### config.mk
export PLATFORM = sky130hd
export DESIGN_NAME = unum4_pack
export DESIGN_NICKNAME = d
export VERILOG_FILES = /design/src/rtl/unum4_pack.sv
export SDC_FILE = /design/constraint.sdc
export NUM_CORES = 1
export LEC_CHECK = 0
export CORE_MARGIN = 2
export CORE_UTILIZATION = 30
export CTS_CLUSTER_SIZE = 10
export DETAILED_ROUTE_END_ITERATION = 10
export RECOVER_POWER = 25
export SLEW_MARGIN = 20
export SYNTH_ARGS = -nofsm -noshare
export SYNTH_HDL_FRONTEND = slang
export SYNTH_SLANG_ARGS = --single-unit
### constraint.sdc
create_clock -name clk -period 20.2 [get_ports clk]
set_clock_uncertainty 0.05 [all_clocks]
set_input_delay 4.04 -clock clk [delete_from_list [all_inputs] [get_ports clk]]
set_output_delay 4.04 -clock clk [all_outputs]
set_load 0.01 [all_outputs]
### src/rtl/unum4_pack.sv
// unum4 result packer: encodes the divider's normalized mantissa/exponent into a
// minimal-exponent unum4 word (3-cycle pipeline) and buffers words in a small FIFO.
module unum4_pack #(
    parameter int DATA_W    = 32,
    parameter int MAN_MAX_W = 29,
    parameter int EXP_SZ_W  = 4,
    parameter int EXP_MAX_W = 16,
    parameter int DEPTH     = 4
) (
    input  logic                     clk,
    input  logic                     rst,
    input  logic                     in_valid,
    input  logic [MAN_MAX_W-1:0]     m_in,
    input  logic [EXP_MAX_W-1:0]     e_in,
    input  logic                     over,
    input  logic                     under,
    input  logic                     div_by_zero,
    output logic                     out_valid,
    input  logic                     out_ready,
    output logic [DATA_W-1:0]        out_data,
    output logic [2:0]               out_flags,
    output logic [$clog2(DEPTH):0]   level,
    output logic                     fifo_err
);

    localparam int AW   = $clog2(DEPTH);
    localparam int EW_W = $clog2(EXP_MAX_W + 1);
    localparam int MW   = MAN_MAX_W + 1;

    // ---------------- S1: capture and exponent width ----------------
    logic [EXP_MAX_W-1:0] e_mag;
    logic [EW_W-1:0]      ew_nxt;

    logic                 s1_valid;
    logic [MAN_MAX_W-1:0] s1_m;
    logic [EXP_MAX_W-1:0] s1_e;
    logic [2:0]           s1_fl;
    logic [EW_W-1:0]      s1_ew;

    // Magnitude of a signed value as seen by its sign-extension: ~e for negatives.
    always_comb begin
        e_mag  = e_in[EXP_MAX_W-1] ? ~e_in : e_in;
        ew_nxt = EW_W'(1);
        for (int unsigned i = 0; i < EXP_MAX_W - 1; i++) begin
            if (e_mag[i]) ew_nxt = EW_W'(i + 2);
        end
    end

    always_ff @(posedge clk) begin
        if (rst) begin
            s1_valid <= 1'b0;
        end else begin
            s1_valid <= in_valid;
        end
        if (in_valid) begin
            s1_m  <= m_in;
            s1_e  <= e_in;
            s1_fl <= {div_by_zero, over, under};
            s1_ew <= ew_nxt;
        end
    end

    // ---------------- S2: round, saturate, assemble ----------------
    int                f;
    logic [MW-1:0]     mw, shr, t, sum, top, man;
    logic [DATA_W-1:0] emask, word;

    logic              s2_valid;
    logic [DATA_W-1:0] s2_word;
    logic [2:0]        s2_fl;

    // The appended zero makes the round bit read as 0 when F == MAN_MAX_W.
    always_comb begin
        f     = DATA_W - EXP_SZ_W - int'(s1_ew);
        mw    = {s1_m, 1'b0};
        shr   = mw >> (MAN_MAX_W - f);
        t     = shr >> 1;
        sum   = t + MW'(shr[0]);
        top   = MW'(1) << (f - 1);
        man   = ((sum & top) != (t & top)) ? t : sum;
        emask = (DATA_W'(1) << s1_ew) - DATA_W'(1);
        word  = (DATA_W'(EXP_SZ_W'(s1_ew - EW_W'(1))) << (DATA_W - EXP_SZ_W))
              | ((DATA_W'(s1_e) & emask) << f)
              | DATA_W'(man);
        if (s1_fl[2])                   word = DATA_W'(1) << (DATA_W - 1);
        else if (s1_fl[1])              word = ~(DATA_W'(1) << (DATA_W - 1));
        else if (s1_fl[0] || s1_m == '0) word = '0;
    end

    always_ff @(posedge clk) begin
        if (rst) begin
            s2_valid <= 1'b0;
        end else begin
            s2_valid <= s1_valid;
        end
        if (s1_valid) begin
            s2_word <= word;
            s2_fl   <= s1_fl;
        end
    end

    // ---------------- Output FIFO ----------------
    logic [DATA_W+2:0] mem [DEPTH];
    logic [AW:0]       wr_ptr, rd_ptr;
    logic              full, push, pop;
    logic [DATA_W+2:0] head;

    assign level     = wr_ptr - rd_ptr;
    assign full      = (level == (AW+1)'(DEPTH));
    assign out_valid = (level != '0);
    assign pop       = out_valid && out_ready;
    assign push      = s2_valid && (!full || pop);
    assign head      = mem[rd_ptr[AW-1:0]];
    assign out_data  = out_valid ? head[DATA_W-1:0] : '0;
    assign out_flags = out_valid ? head[DATA_W+2:DATA_W] : '0;

    always_ff @(posedge clk) begin
        if (push) mem[wr_ptr[AW-1:0]] <= {s2_fl, s2_word};
    end

    always_ff @(posedge clk) begin
        if (rst) begin
            wr_ptr   <= '0;
            rd_ptr   <= '0;
            fifo_err <= 1'b0;
        end else begin
            if (push) wr_ptr <= wr_ptr + 1'b1;
            if (pop)  rd_ptr <= rd_ptr + 1'b1;
            if (s2_valid && full && !pop) fifo_err <= 1'b1;
        end
    end

endmodule

; Yosys cells after proc, flatten, opt, wreduce, memory -nomap -nowiden
; Memory sizes are Yosys's and may differ from the RTL's. A register that Yosys moved wholly into a read port is not among the register bits.
; Cells that the tools add are included.
[classes]
n_bitwise = 6
n_mux = 24
addsub = 9
shifts = 4
n_reduce_logical = 10
eq_ne = 2
[op_table]
columns = op, count
row1 = two-way mux 32 bit, 3
row2 = two-way mux 5 bit, 11
row3 = bitwise AND 16 x 32 -> 32 bit, 1
row4 = OR 32 x 30 -> 32 bit, 1
row5 = OR 32 bit, 1
row6 = "left shift 1 x 32 -> 30 bit, first input constant", 1
row7 = "left shift 1 x 5 -> 32 bit, first input constant", 1
row8 = left shift 32 x 32 -> 32 bit, 1
row9 = right shift 30 x 32 -> 30 bit, 1
row10 = "subtractor 32 x 2 -> 32 bit, second input constant", 1
row11 = adder 29 x 1 -> 30 bit, 1
row12 = bitwise AND 29 x 30 -> 30 bit, 1
row13 = bitwise AND 30 bit, 1
row14 = two-way mux 30 bit, 1
row15 = != test 30 bit, 1
row16 = zero test 29 bit, 1
row17 = two-way mux 15 bit, 1
row18 = inverter 15 bit, 1
row19 = two-way mux 2 bit, 4
row20 = "subtractor 6 x 2 -> 7 bit, second input constant", 1
row21 = "subtractor 6 x 6 -> 7 bit, first input constant", 1
row22 = "adder 3 x 1 -> 3 bit, second input constant", 2
row23 = two-way mux 3 bit, 2
row24 = "subtractor 5 x 5 -> 6 bit, first input constant", 1
row25 = other kinds (8), 14
[word_totals]
register_bits = 97
mem_count = 1
inputBits = 52
ramBits = 140
elab_cells = 67
[mem_list]
columns = memory, depth, word_bits, read_ports, rd_ports_with_merged_regs, wr, line_no
row1 = mem, 4, 35, 1, 1, 1, 103  ; logic [DATA_W+2:0] mem [DEPTH];

; Depth between registers and ports, before layout
; Gate-level depths: netlist (run 1).
[logic_depth]
depth_word = 16
mapped_depth = 36
mapped_depth_nobuf = 24

; Worst setup path before layout (run 1)
; Ideal clock, no wire load.
[synth_path]
kind = reg-to-reg
start = register s1_ew[0]
end = register s2_word[1], data pin
stages_incl_launch_ff = 35
path_slack_ns = 12.398
path_buffers = 13
arrival_time_ns = 7.482
required_ns = 19.880
cell_sequence = edfxtp_1 -> buf_4 -> inv_2 -> buf_4 -> buf_2 -> buf_1 -> ha_1 -> ha_1 -> clkbuf_1 -> inv_1 -> clkbuf_1 -> clkbuf_1 -> ha_1 -> buf_4 -> xnor2_2 -> xnor2_1 -> buf_2 -> buf_2 -> clkbuf_1 -> nand2_1 -> o21ai_0 -> nand2_1 -> a21oi_1 -> ha_1 -> ha_1 -> inv_1 -> a2111oi_0 -> o211ai_1 -> nand4b_1 -> o41ai_2 -> buf_2 -> buf_2 -> nor2_1 -> mux2i_1 -> a21oi_1
[synth_via]
elab_chain_cells = 10
word_cells_on_any_way = 18
[synth_rtl]
columns = element, line_no
row1 = "start, declared", 38  ; logic [EW_W-1:0] s1_ew;
row2 = "start signal, assigned", 59  ; s1_ew <= ew_nxt;
row3 = subtractor 5 x 5 -> 6 bit, 74  ; f = DATA_W - EXP_SZ_W - int'(s1_ew);
row4 = subtractor 6 x 6 -> 7 bit, 76  ; shr = mw >> (MAN_MAX_W - f);
row5 = right shift 30 x 32 -> 30 bit, 76
row6 = adder 29 x 1 -> 30 bit, 78  ; sum = t + MW'(shr[0]);
row7 = bitwise AND 30 bit, 80  ; man = ((sum & top) != (t & top)) ? t : sum;
row8 = != test 30 bit, 80
row9 = two-way mux 30 bit, 80
row10 = OR 32 x 30 -> 32 bit *, 84  ; | DATA_W'(man);
row11 = two-way mux 32 bit *, 87  ; else if (s1_fl[0] || s1_m == '0) word = '0;
row12 = two-way mux 32 bit *, 86  ; else if (s1_fl[1]) word = ~(DATA_W'(1) << (DATA_W - 1));
row13 = "end signal, assigned", 97  ; s2_word <= word;
row14 = "end, declared", 69  ; logic [DATA_W-1:0] s2_word;
; Every way passes the cells marked *; elsewhere a longest branch is shown, timed or not.
; A chain may end at the register's enable or synchronous reset.

; Worst setup path in the final report (run 1)
[layout_path]
start = register s1_ew[0]
end = register s2_word[24], data pin
; The elaborated chain is that of the path after synthesis.

==> results of run 1 <==
## worst min path at each step
| stage | end | cells past startpoint | start |
|---|---|---|---|
| 2_1_floorplan | s2_fl[1] | 0 | s1_fl[1] |
| 6_report | s2_valid | 1 | s1_valid |
| 4_1_cts | s2_valid | 1 | s1_valid |
| 3_5_place_dp | s2_valid | 1 | s1_valid |
| 3_3_place_gp | s2_valid | 1 | s1_valid |
| 5_1_grt | s2_valid | 1 | s1_valid |
## cells in the mapped netlist (7+ instances only)
library cell / number / share of area [%]
sky130_fd_sc_hd__o21ai_0: 47 / 1.6
sky130_fd_sc_hd__xor2_1: 17 / 1.0
sky130_fd_sc_hd__edfxtp_1: 228 / 47
sky130_fd_sc_hd__or4_1: 7 / 0.36
sky130_fd_sc_hd__nor2_1: 94 / 2.4
sky130_fd_sc_hd__nand2b_1: 9 / 0.38
sky130_fd_sc_hd__mux2i_1: 50 / 3.4
sky130_fd_sc_hd__a31oi_1: 17 / 0.73
sky130_fd_sc_hd__a211oi_1: 10 / 0.51
sky130_fd_sc_hd__buf_1: 8 / 0.20
sky130_fd_sc_hd__and3_1: 13 / 0.56
sky130_fd_sc_hd__nand2_1: 102 / 2.6
sky130_fd_sc_hd__and2_1: 45 / 1.9
sky130_fd_sc_hd__o31ai_1: 8 / 0.41
sky130_fd_sc_hd__or2_2: 7 / 0.30
sky130_fd_sc_hd__clkbuf_1: 47 / 1.2
sky130_fd_sc_hd__mux2_2: 30 / 2.3
sky130_fd_sc_hd__mux4_2: 53 / 8.1
sky130_fd_sc_hd__buf_2: 16 / 0.55
sky130_fd_sc_hd__nor3b_1: 7 / 0.36
sky130_fd_sc_hd__o211ai_1: 15 / 0.77
sky130_fd_sc_hd__nor2b_1: 7 / 0.30
sky130_fd_sc_hd__nor3_1: 37 / 1.3
sky130_fd_sc_hd__o22ai_1: 31 / 1.3
sky130_fd_sc_hd__a21oi_1: 76 / 2.6
sky130_fd_sc_hd__ha_1: 18 / 1.5
sky130_fd_sc_hd__nand3_1: 28 / 0.96
sky130_fd_sc_hd__o21a_1: 7 / 0.36
sky130_fd_sc_hd__xnor2_1: 26 / 1.6
sky130_fd_sc_hd__inv_1: 22 / 0.56
sky130_fd_sc_hd__or3_1: 12 / 0.51
sky130_fd_sc_hd__buf_4: 11 / 0.56
sky130_fd_sc_hd__nand4_1: 12 / 0.51
sky130_fd_sc_hd__nor4_1: 24 / 1.0
sky130_fd_sc_hd__dfxtp_1: 11 / 1.5
## cells in the final DEF (no fill, tap or decap), drive strengths merged, types with 9 or more instances in the layout
cell type	instances
nand2	102
nor2	94
a211oi	11
clkdlybuf4s50	90
o22ai	31
nor3	38
nand4	12
nor4	27
nand3	28
edfxtp	228
a21oi	77
a31oi	17
dfxtp	11
inv	25
xor2	17
ha	18
mux4	53
and3	13
and2	45
xnor2	29
mux2i	53
nand2b	9
buf	26
clkbuf	33
o211ai	15
or3	12
o21ai	48
mux2	35
## worst register-to-register path: stages, from the launching register on
cell and delay, ns:
sky130_fd_sc_hd__edfxtp_1 0.32, sky130_fd_sc_hd__buf_4 0.56, sky130_fd_sc_hd__inv_2 0.56, sky130_fd_sc_hd__ha_4 0.38, sky130_fd_sc_hd__ha_1 0.27, sky130_fd_sc_hd__buf_4 0.34, sky130_fd_sc_hd__inv_1 0.43, sky130_fd_sc_hd__ha_1 1.08
sky130_fd_sc_hd__nand2b_1 0.41, sky130_fd_sc_hd__o22ai_1 0.15, sky130_fd_sc_hd__a211oi_1 0.52, sky130_fd_sc_hd__o22ai_1 0.27, sky130_fd_sc_hd__o22ai_1 0.37, sky130_fd_sc_hd__ha_1 0.28, sky130_fd_sc_hd__ha_1 0.19, sky130_fd_sc_hd__inv_1 0.07
sky130_fd_sc_hd__a2111oi_0 0.34, sky130_fd_sc_hd__o211ai_1 0.21, sky130_fd_sc_hd__nand4b_1 0.45, sky130_fd_sc_hd__nor4_1 0.37, sky130_fd_sc_hd__a221oi_1 0.10, sky130_fd_sc_hd__nand4_1 0.73, sky130_fd_sc_hd__nor4_2 0.20, sky130_fd_sc_hd__a211o_1 0.34
sky130_fd_sc_hd__a31oi_1 0.16
## metrics by stage
step / instance area, um2 / worst slack (ns)
6_report: 16900 / 10.85
3_5_place_dp: 16100 / 10.99
4_1_cts: 16900 / 10.87
2_1_floorplan: 14700 / 12.40
3_3_place_gp: 16100 / 11.17
5_1_grt: 16900 / 10.04
## state kept, by name, indices dropped and copies added, names as in the netlist, named ones only
| signal | flops |
|---|---|
| s2_valid | 1 |
| s1_e | 16 |
| s1_fl | 3 |
| s2_fl | 3 |
| wr_ptr | 3 |
| rd_ptr | 3 |
| fifo_err | 1 |
| s1_valid | 1 |
| s1_ew | 5 |
| mem | 140 |
| s2_word | 32 |
| s1_m | 29 |
## logic make-up after synthesis
logic type / Yosys count
XOR/XNOR: 46
AO/OA/AOI/OAI: 301
buffers and inverters: 113
adder cells (fa/ha/maj): 19
flip-flops: 239
multiplexers: 141
AND/OR/NAND/NOR: 428
## layer usage
layer | GRT usage (%) | wire (um)
met4 | 6.75 | 1850
met3 | 2.71 | 2730
met2 | 27.1 | 19900
met1 | 23.4 | 19000
met5 | 0 | 0
## where the power goes
group / leakage (nW) / internal (mW) / switching (mW)
clock: 0.397 / 0.269 / 0.188
combinational: 2.95 / 0.390 / 0.518
sequential: 2.17 / 0.579 / 0.0217
## area by class of cell
| cell class | count | area (um2) | share of cell area (%) |
|---|---|---|---|
| multi-input cells | 935 | 7090 | 41.9 |
| flip-flops and latches | 239 | 7070 | 41.7 |
| repair buffers | 116 | 1090 | 6.46 |
| well taps | 615 | 769 | 4.55 |
| clock buffers | 33 | 741 | 4.38 |
| inverters | 25 | 93.8 | 0.554 |
| clock inverters | 6 | 71.3 | 0.421 |
==> impl_summary.md, run 1 <==
Worst setup path
The internal reg-to-reg setup slack is 10.85 ns. The most used cell along the critical path is sky130_fd_sc_hd__ha_1. In this run the worst setup path begins at s1_ew[0]. STA classifies the critical path startpoint as a flop. The instance count on the critical path is 24. The most critical setup path has its endpoint at s2_word[24]. The highest fanout seen on the critical path is 57.

The worst reg-to-reg path cell count is 24. In this run the critical register-to-register path is captured at s2_word[24]. The cell with the biggest individual delay on the critical path is sky130_fd_sc_hd__ha_1. The endpoint kind of the worst setup timing path is a flop. The data required time at the worst endpoint is 20.54 ns. In this design, the stage delay of the slowest critical-path cell is 1.08 ns. The worst flop-to-flop path startpoint is s1_ew[0]. Traced cell by cell, the critical path runs through buf_4 > inv_2 > ha_4 > ha_1 > buf_4 > inv_1 > ha_1 > nand2b_1 > o22ai_1 > a211oi_1 > o22ai_1 > o22ai_1 > ha_1 > ha_1 > inv_1 > a2111oi_0 > o211ai_1 > nand4b_1 > nor4_1 > a221oi_1 > nand4_1 > nor4_2 > a211o_1 > a31oi_1. The classification of the worst setup path is reg2reg. The critical path contains buffers and inverters numbering 5 combined. Grouping stages by cell kind, the critical path spends the most delay in compound AO/OA/AOI/OAI gates. STA puts the critical path data arrival time at 9.69 ns.

Placed design
The final weighted congestion in routability-driven placement is 0.940. Port buffering added 91 buffers. After detailed placement, the design holds a cell count of 1930. The HPWL after detailed placement is 31400 um.

Drt
After detailed routing, the average wire length per cell comes to 22.1 um. The number of remaining DRC errors is 0. The first detailed-routing pass ran for 7 iterations. The first routing iteration left 1058 violations. The detail-routed via count per cell is 5.67.

The final layout contains routed wiring with a total length of 43500 um. The count of nets left with antenna violations once routing finished came out at 0. The routed layout has 11167 vias.

Clock tree
Once the clock tree was built, the setup fixing pass inserted 0 buffers. The tree is rooted in a sky130_fd_sc_hd__clkbuf_16. The clock insertion delay at the later pin of the skew report is 0.59 ns. The number of hold buffers added after CTS is 0. The clock-pin slew on the worst setup and hold paths is 0.06 ns.

The clock tree from TritonCTS is built. For this design, the sink count on the clock tree is 239. The H-tree depth reported by CTS is 1.

In this run, CTS created clock tree buffers numbering 29. The worst-case clock buffer depth is 3. The number of resized instances in the post-cts repair step is 0.

Synthesis
The share of cell area taken by muxes after synthesis is 14.6%. The simple-gate portion of the synthesized area is 15.0%. The average instance area after synthesis is 11.4 um2. The share of synthesized registers carrying an async set or reset is 0%. The mapped netlist covers 0.0147 mm2. The synthesized netlist devotes 2.90% of its cell area to XOR and XNOR gates. The synthesized instance count is 1287. The number of synthesized register bits is 239.

The count of flip-flops with a built-in enable after synthesis is 228. The synthesized netlist devotes 1.67% of its cell area to adder and majority cells. The number of distinct library cells after synthesis is 94. The dominant combinational cell family by area after synthesis is simple AND/OR/NAND/NOR gates. In the synthesized netlist the dominant register cell turns out to be sky130_fd_sc_hd__edfxtp_1.

Summing the sequential cell areas from Yosys gives 48.2% of the chip area. During synthesis, Yosys emitted a total of 0 warnings. The synthesized net count is 1358. The complex-gate fraction of the synthesized area is 14.0%.

STA
The smallest clock period supported by the final layout is computed as 9.35 ns. The number of failing hold endpoints at the final stage is 0. The number of endpoints failing setup at the final stage is 0. Timing would allow up to 0.107 GHz. The final total negative setup slack is 0 ns. Hold timing on the final database bottoms out at a slack of 0.416 ns. Setup repair after global routing left no endpoint under its margin. The final number of max-transition violations was 0. The final critical path takes up 46.3% of the cycle. The measured slew at the worst slew-check pin is 1.01 ns. The worst pin sits at a relative slew slack of 32.1%.

GRT
The via count of the first global-routing pass is 10986. The first global-routing pass estimated 67200 um of wire. The overflow left after global routing is 0. Entering global routing, the biggest net connects 58 pins. Global routing used 17.1% of the available tracks. The initial antenna violation count is 1.

Cells and area
The non-filler instance count after layout is 1969. The post-route netlist has 13.3% of its cells at a drive strength greater than 1. The total inserted antenna cells is 0. The final core area utilization is 35.3%. The layout filler cell count is 4730.

The count of nets after finishing is 1417. The synthesis-to-layout area growth is 15.5%.

Pwr
The highest ir drop seen on vdd is 0.0000631 V. The power density over cell area is 116 mW/mm2. The leakage component of the power is 5.52 nW.

The total power consumption of the routed design is 1.97 mW.

Die
The core region is 0.0479 mm2. The die span in y is 225 um. The initial utilization of the core area, before any placement, comes to 30.6%.

From left edge to right edge, the die measures 225 um. The number of standard-cell rows in the floorplan is 80. The floorplan step defined a die boundary enclosing 0.0506 mm2. 92 I/O pins were placed.

Run status
The flow ran to the end, and the final reports show no timing, DRC or antenna violations.

Hold path
The tightest min-delay check is of the reg2reg type.

Job
Across the run, the number of max-cap violations was 0.
Note: power is estimated with default switching activity, not from simulation.
==> run 2, diff against run 1 <==
- clock period: 20.2 -> 8.9 ns (I/O delays scaled with it)
==> run 2 against run 1 <==
  * Sequential share of layout area down 0.22 points
  * Routed wire length up 1.1%
  * Via count about the same
  * Fmax up 21%
  * Die area unchanged
  * Highest routed layer unchanged
  * Total power up 130%
  * Count of clock-buffer cells in the layout up 13
==> impl_summary.md, run 2 (same netlist as run 1, synthesis figures left out) <==
Die
The die span in y came to 225 um (unchanged). The initial core utilization is 30.6% (unchanged). The area of the placeable core is 0.0479 mm2 (unchanged). The total die area is 0.0506 mm2 (unchanged). The width of the die came to 225 um (unchanged). The I/O pin total is 92 (unchanged).

The number of standard-cell rows in the floorplan is 80 (unchanged).

GRT
The first-pass GRT wire length is 67400 um (+0.34%). The global router's overall resource usage came to 17.2% (+0.13 points). The via count of the first global-routing pass came to 10963 (-0.21%). The overflow left after global routing is 0 (unchanged).

The largest net degree at the start of global routing came to 57 (-1.7%). The initial antenna violation count is 1 (unchanged).

Cells and area
The final core area utilization is 35.5% (+0.19 points). The non-filler instance count after layout is 1992 (+1.2%). The leading cell type in the layout, fill and taps excluded is sky130_fd_sc_hd__edfxtp_1. The number of flip-flops in the largest register was 140 (unchanged). The count of nets after finishing was 1428 (+0.78%). In the layout the commonest cells are sky130_fd_sc_hd__edfxtp_1, sky130_fd_sc_hd__nand2_1, sky130_fd_sc_hd__nor2_1. The fraction of final layout cells sized beyond drive strength 1 came to 13.8% (+0.51 points). The synthesis-to-layout area growth is 16.1%.

Placed design
The final weighted congestion in routability-driven placement is 0.935 (-0.52%). The count of input and output buffers is 91 (unchanged). The total instance count after detailed placement was 1942 (+0.62%). The placed wire-length estimate after detailed placement is 32000 um (+1.8%). The pre-CTS worst setup slack is 1.27 ns (-9.72 ns).

Drt
The number of antenna-violating nets in the routed design is 0 (unchanged). The via count of the routed design is 11178 (+0.099%). The detail-routed via count per cell is 5.61 (-1.1%).

The number of remaining DRC errors came to 0 (unchanged). The number of DRC violations after detailed-routing iteration 0 is 932 (-12%). The total wire length is 43900 um (+1.1%). The per-cell routed wire length was 22.0 um (-0.10%). The first-pass iteration count of the detailed router was 5 (-2).

Hold path
The class of the most critical hold timing path is reg2reg. The worst min-delay path endpoint is s2_valid. In this run the most critical hold path is launched from s1_valid. The instance count along the most critical hold path is 1 (unchanged).

STA
The measured slew at the worst slew-check pin is 1.04 ns (+0.0294 ns). The final total negative setup slack is 0 ns (unchanged). The maximum clock frequency was 0.129 GHz (+21%).

The final number of max-transition violations was 0 (unchanged). The final worst-path cycle share came to 86.9% (+41 points). The number of endpoints failing setup at the final stage is 0 (unchanged). Setup repair after global routing left no endpoint under its margin.

The post-layout worst setup margin is 1.17 ns (-9.69 ns). The remaining max-slew budget at the tightest pin is 31.0% (-1.1 points). The shortest period the worst path allows came to 7.73 ns (-1.61 ns). The number of failing hold endpoints at the final stage was 0 (unchanged).

Clock tree
The number of resized instances in the post-cts repair step was 0 (unchanged). The H-tree depth reported by CTS is 1 (unchanged). The number of CTS-inserted buffers is 28 (-3.4%). The post-CTS setup buffer count is 0 (unchanged).

The clock-pin slew on the worst setup and hold paths came to 0.06 ns (about the same). The CTS root buffer is sky130_fd_sc_hd__clkbuf_16. The number of sinks on the clock net is 239 (unchanged). The clock insertion delay at the later pin of the skew report is 0.58 ns (about the same). TritonCTS built the clock tree.

The number of hold buffers added after CTS came to 0 (unchanged). The worst-case clock buffer depth was 3 (unchanged).

Worst setup path
The internal reg-to-reg setup slack was 1.17 ns (-9.69 ns). The data required time at the worst endpoint is 9.12 ns (-11.42 ns). STA classifies the critical path startpoint as a flop. The worst setup path is captured at a flop. The highest fanout seen on the critical path is 39 (-32%). On the critical path the largest part of the delay comes from compound AO/OA/AOI/OAI gates.

The critical path goes through inv_1 > ha_4 > ha_1 > buf_4 > inv_1 > ha_1 > nand2b_1 > o22ai_1 > a211oi_1 > o22ai_1 > o22ai_1 > ha_1 > ha_1 > inv_1 > a2111oi_0 > o211ai_1 > nand4b_1 > nor4_1 > a221oi_1 > nand4_1 > buf_4 > nor2_1 > nand4b_1 > o221ai_1. The buffer and inverter count on the worst path came to 5 (unchanged). The cell with the biggest individual delay on the critical path is sky130_fd_sc_hd__ha_1.

The most numerous cell type found on the critical path is sky130_fd_sc_hd__ha_1. The delay of the slowest cell on the worst path is 0.66 ns (-0.42 ns). The worst flop-to-flop path startpoint is s1_ew[1]. The endpoint of the worst-slack reg-to-reg timing path is s2_word[0]. The worst reg-to-reg path cell count is 24 (unchanged). The critical path arrival is 7.96 ns (-1.73 ns). The worst setup path is of the reg2reg kind.

Pwr
The switching share of power came to 37.3% (+0.34 points). The power density over cell area was 263 mW/mm2 (+130%). The leakage component of the power came to 5.57 nW (+0.83%). The highest ir drop seen on vdd is 0.000143 V (+130%). The total power consumption of the routed design is 4.48 mW (+130%). The net switching power came to 1.67 mW (+130%).

The part of the total power dissipated in combinational logic is 46.9% (+0.7 points). The part of the power in the clock network is 22.7% (-0.6 points). The sequential share of power came to 30.4% (-0.2 points). The cell-internal power was 2.81 mW (+130%).

Job
The number of maximum-capacitance constraint violations is 0 (unchanged).

Run status
The run finished with clean final reports.
==> run 2: how the worst max path moves through the flow <==
stage / from / end / cells after the start
6_report: s1_ew[1] / s2_word[0] / 24
5_1_grt: s1_ew[1] / s2_word[1] / 24
4_1_cts: s1_ew[1] / s2_word[0] / 24
3_5_place_dp: s1_ew[1] / s2_word[0] / 24
3_3_place_gp: s1_ew[1] / s2_word[0] / 26
2_1_floorplan: s1_ew[0] / s2_word[1] / 34
==> run 2: final cells by class <==
type | count | area [um2]
flip-flops and latches | 239 | 7070
clock inverters | 3 | 40.0
diodes | 1 | 2.50
inverters | 25 | 93.8
well taps | 615 | 769
repair buffers | 128 | 1180
clock buffers | 46 | 768
fillers | 4684 | 30900
multi-input cells | 935 | 7090
==> run 2: layer usage <==
metal / global-route usage [%] / vias up / routed length (um)
met1: 23.6 / 5495 / 19300
met4: 5.83 / 0 / 1510
li1: - / 5161 / -
met5: 0 / - / 0
met3: 2.56 / 94 / 2650
met2: 27.8 / 428 / 20400
==> run 2: power groups by stage <==
stage          Clock (mW)  Sequential [mW]  Combinational, mW
3_5_place_dp            0             1.39               2.09
3_3_place_gp            0             1.38               2.10
2_1_floorplan           0             1.36               1.31
6_report             1.02             1.36               2.10
4_1_cts              1.05             1.36               2.10
5_1_grt              1.09             1.37               2.26
==> run 2: through the flow <==
| stage | instance area (um2) | hold slack, ns |
|---|---|---|
| final | 17000 | 0.417 |
| after global routing | 17000 | 0.439 |
| after CTS | 17000 | 0.419 |
| after detailed placement | 16200 | 0.411 |
| after global placement | 16200 | 0.410 |
| after floorplan | 14700 | 0.374 |
==> run 2: worst register-to-register path, cell delays in order, from the launching register on <==
cell and delay [ns]:
sky130_fd_sc_hd__edfxtp_1 0.59, sky130_fd_sc_hd__inv_1 0.17, sky130_fd_sc_hd__ha_4 0.23, sky130_fd_sc_hd__ha_1 0.28, sky130_fd_sc_hd__buf_4 0.36, sky130_fd_sc_hd__inv_1 0.12, sky130_fd_sc_hd__ha_1 0.66, sky130_fd_sc_hd__nand2b_1 0.39
sky130_fd_sc_hd__o22ai_1 0.15, sky130_fd_sc_hd__a211oi_1 0.50, sky130_fd_sc_hd__o22ai_1 0.28, sky130_fd_sc_hd__o22ai_1 0.37, sky130_fd_sc_hd__ha_1 0.27, sky130_fd_sc_hd__ha_1 0.20, sky130_fd_sc_hd__inv_1 0.08, sky130_fd_sc_hd__a2111oi_0 0.36
sky130_fd_sc_hd__o211ai_1 0.20, sky130_fd_sc_hd__nand4b_1 0.47, sky130_fd_sc_hd__nor4_1 0.38, sky130_fd_sc_hd__a221oi_1 0.10, sky130_fd_sc_hd__nand4_1 0.60, sky130_fd_sc_hd__buf_4 0.28, sky130_fd_sc_hd__nor2_1 0.08, sky130_fd_sc_hd__nand4b_1 0.11
sky130_fd_sc_hd__o221ai_1 0.14
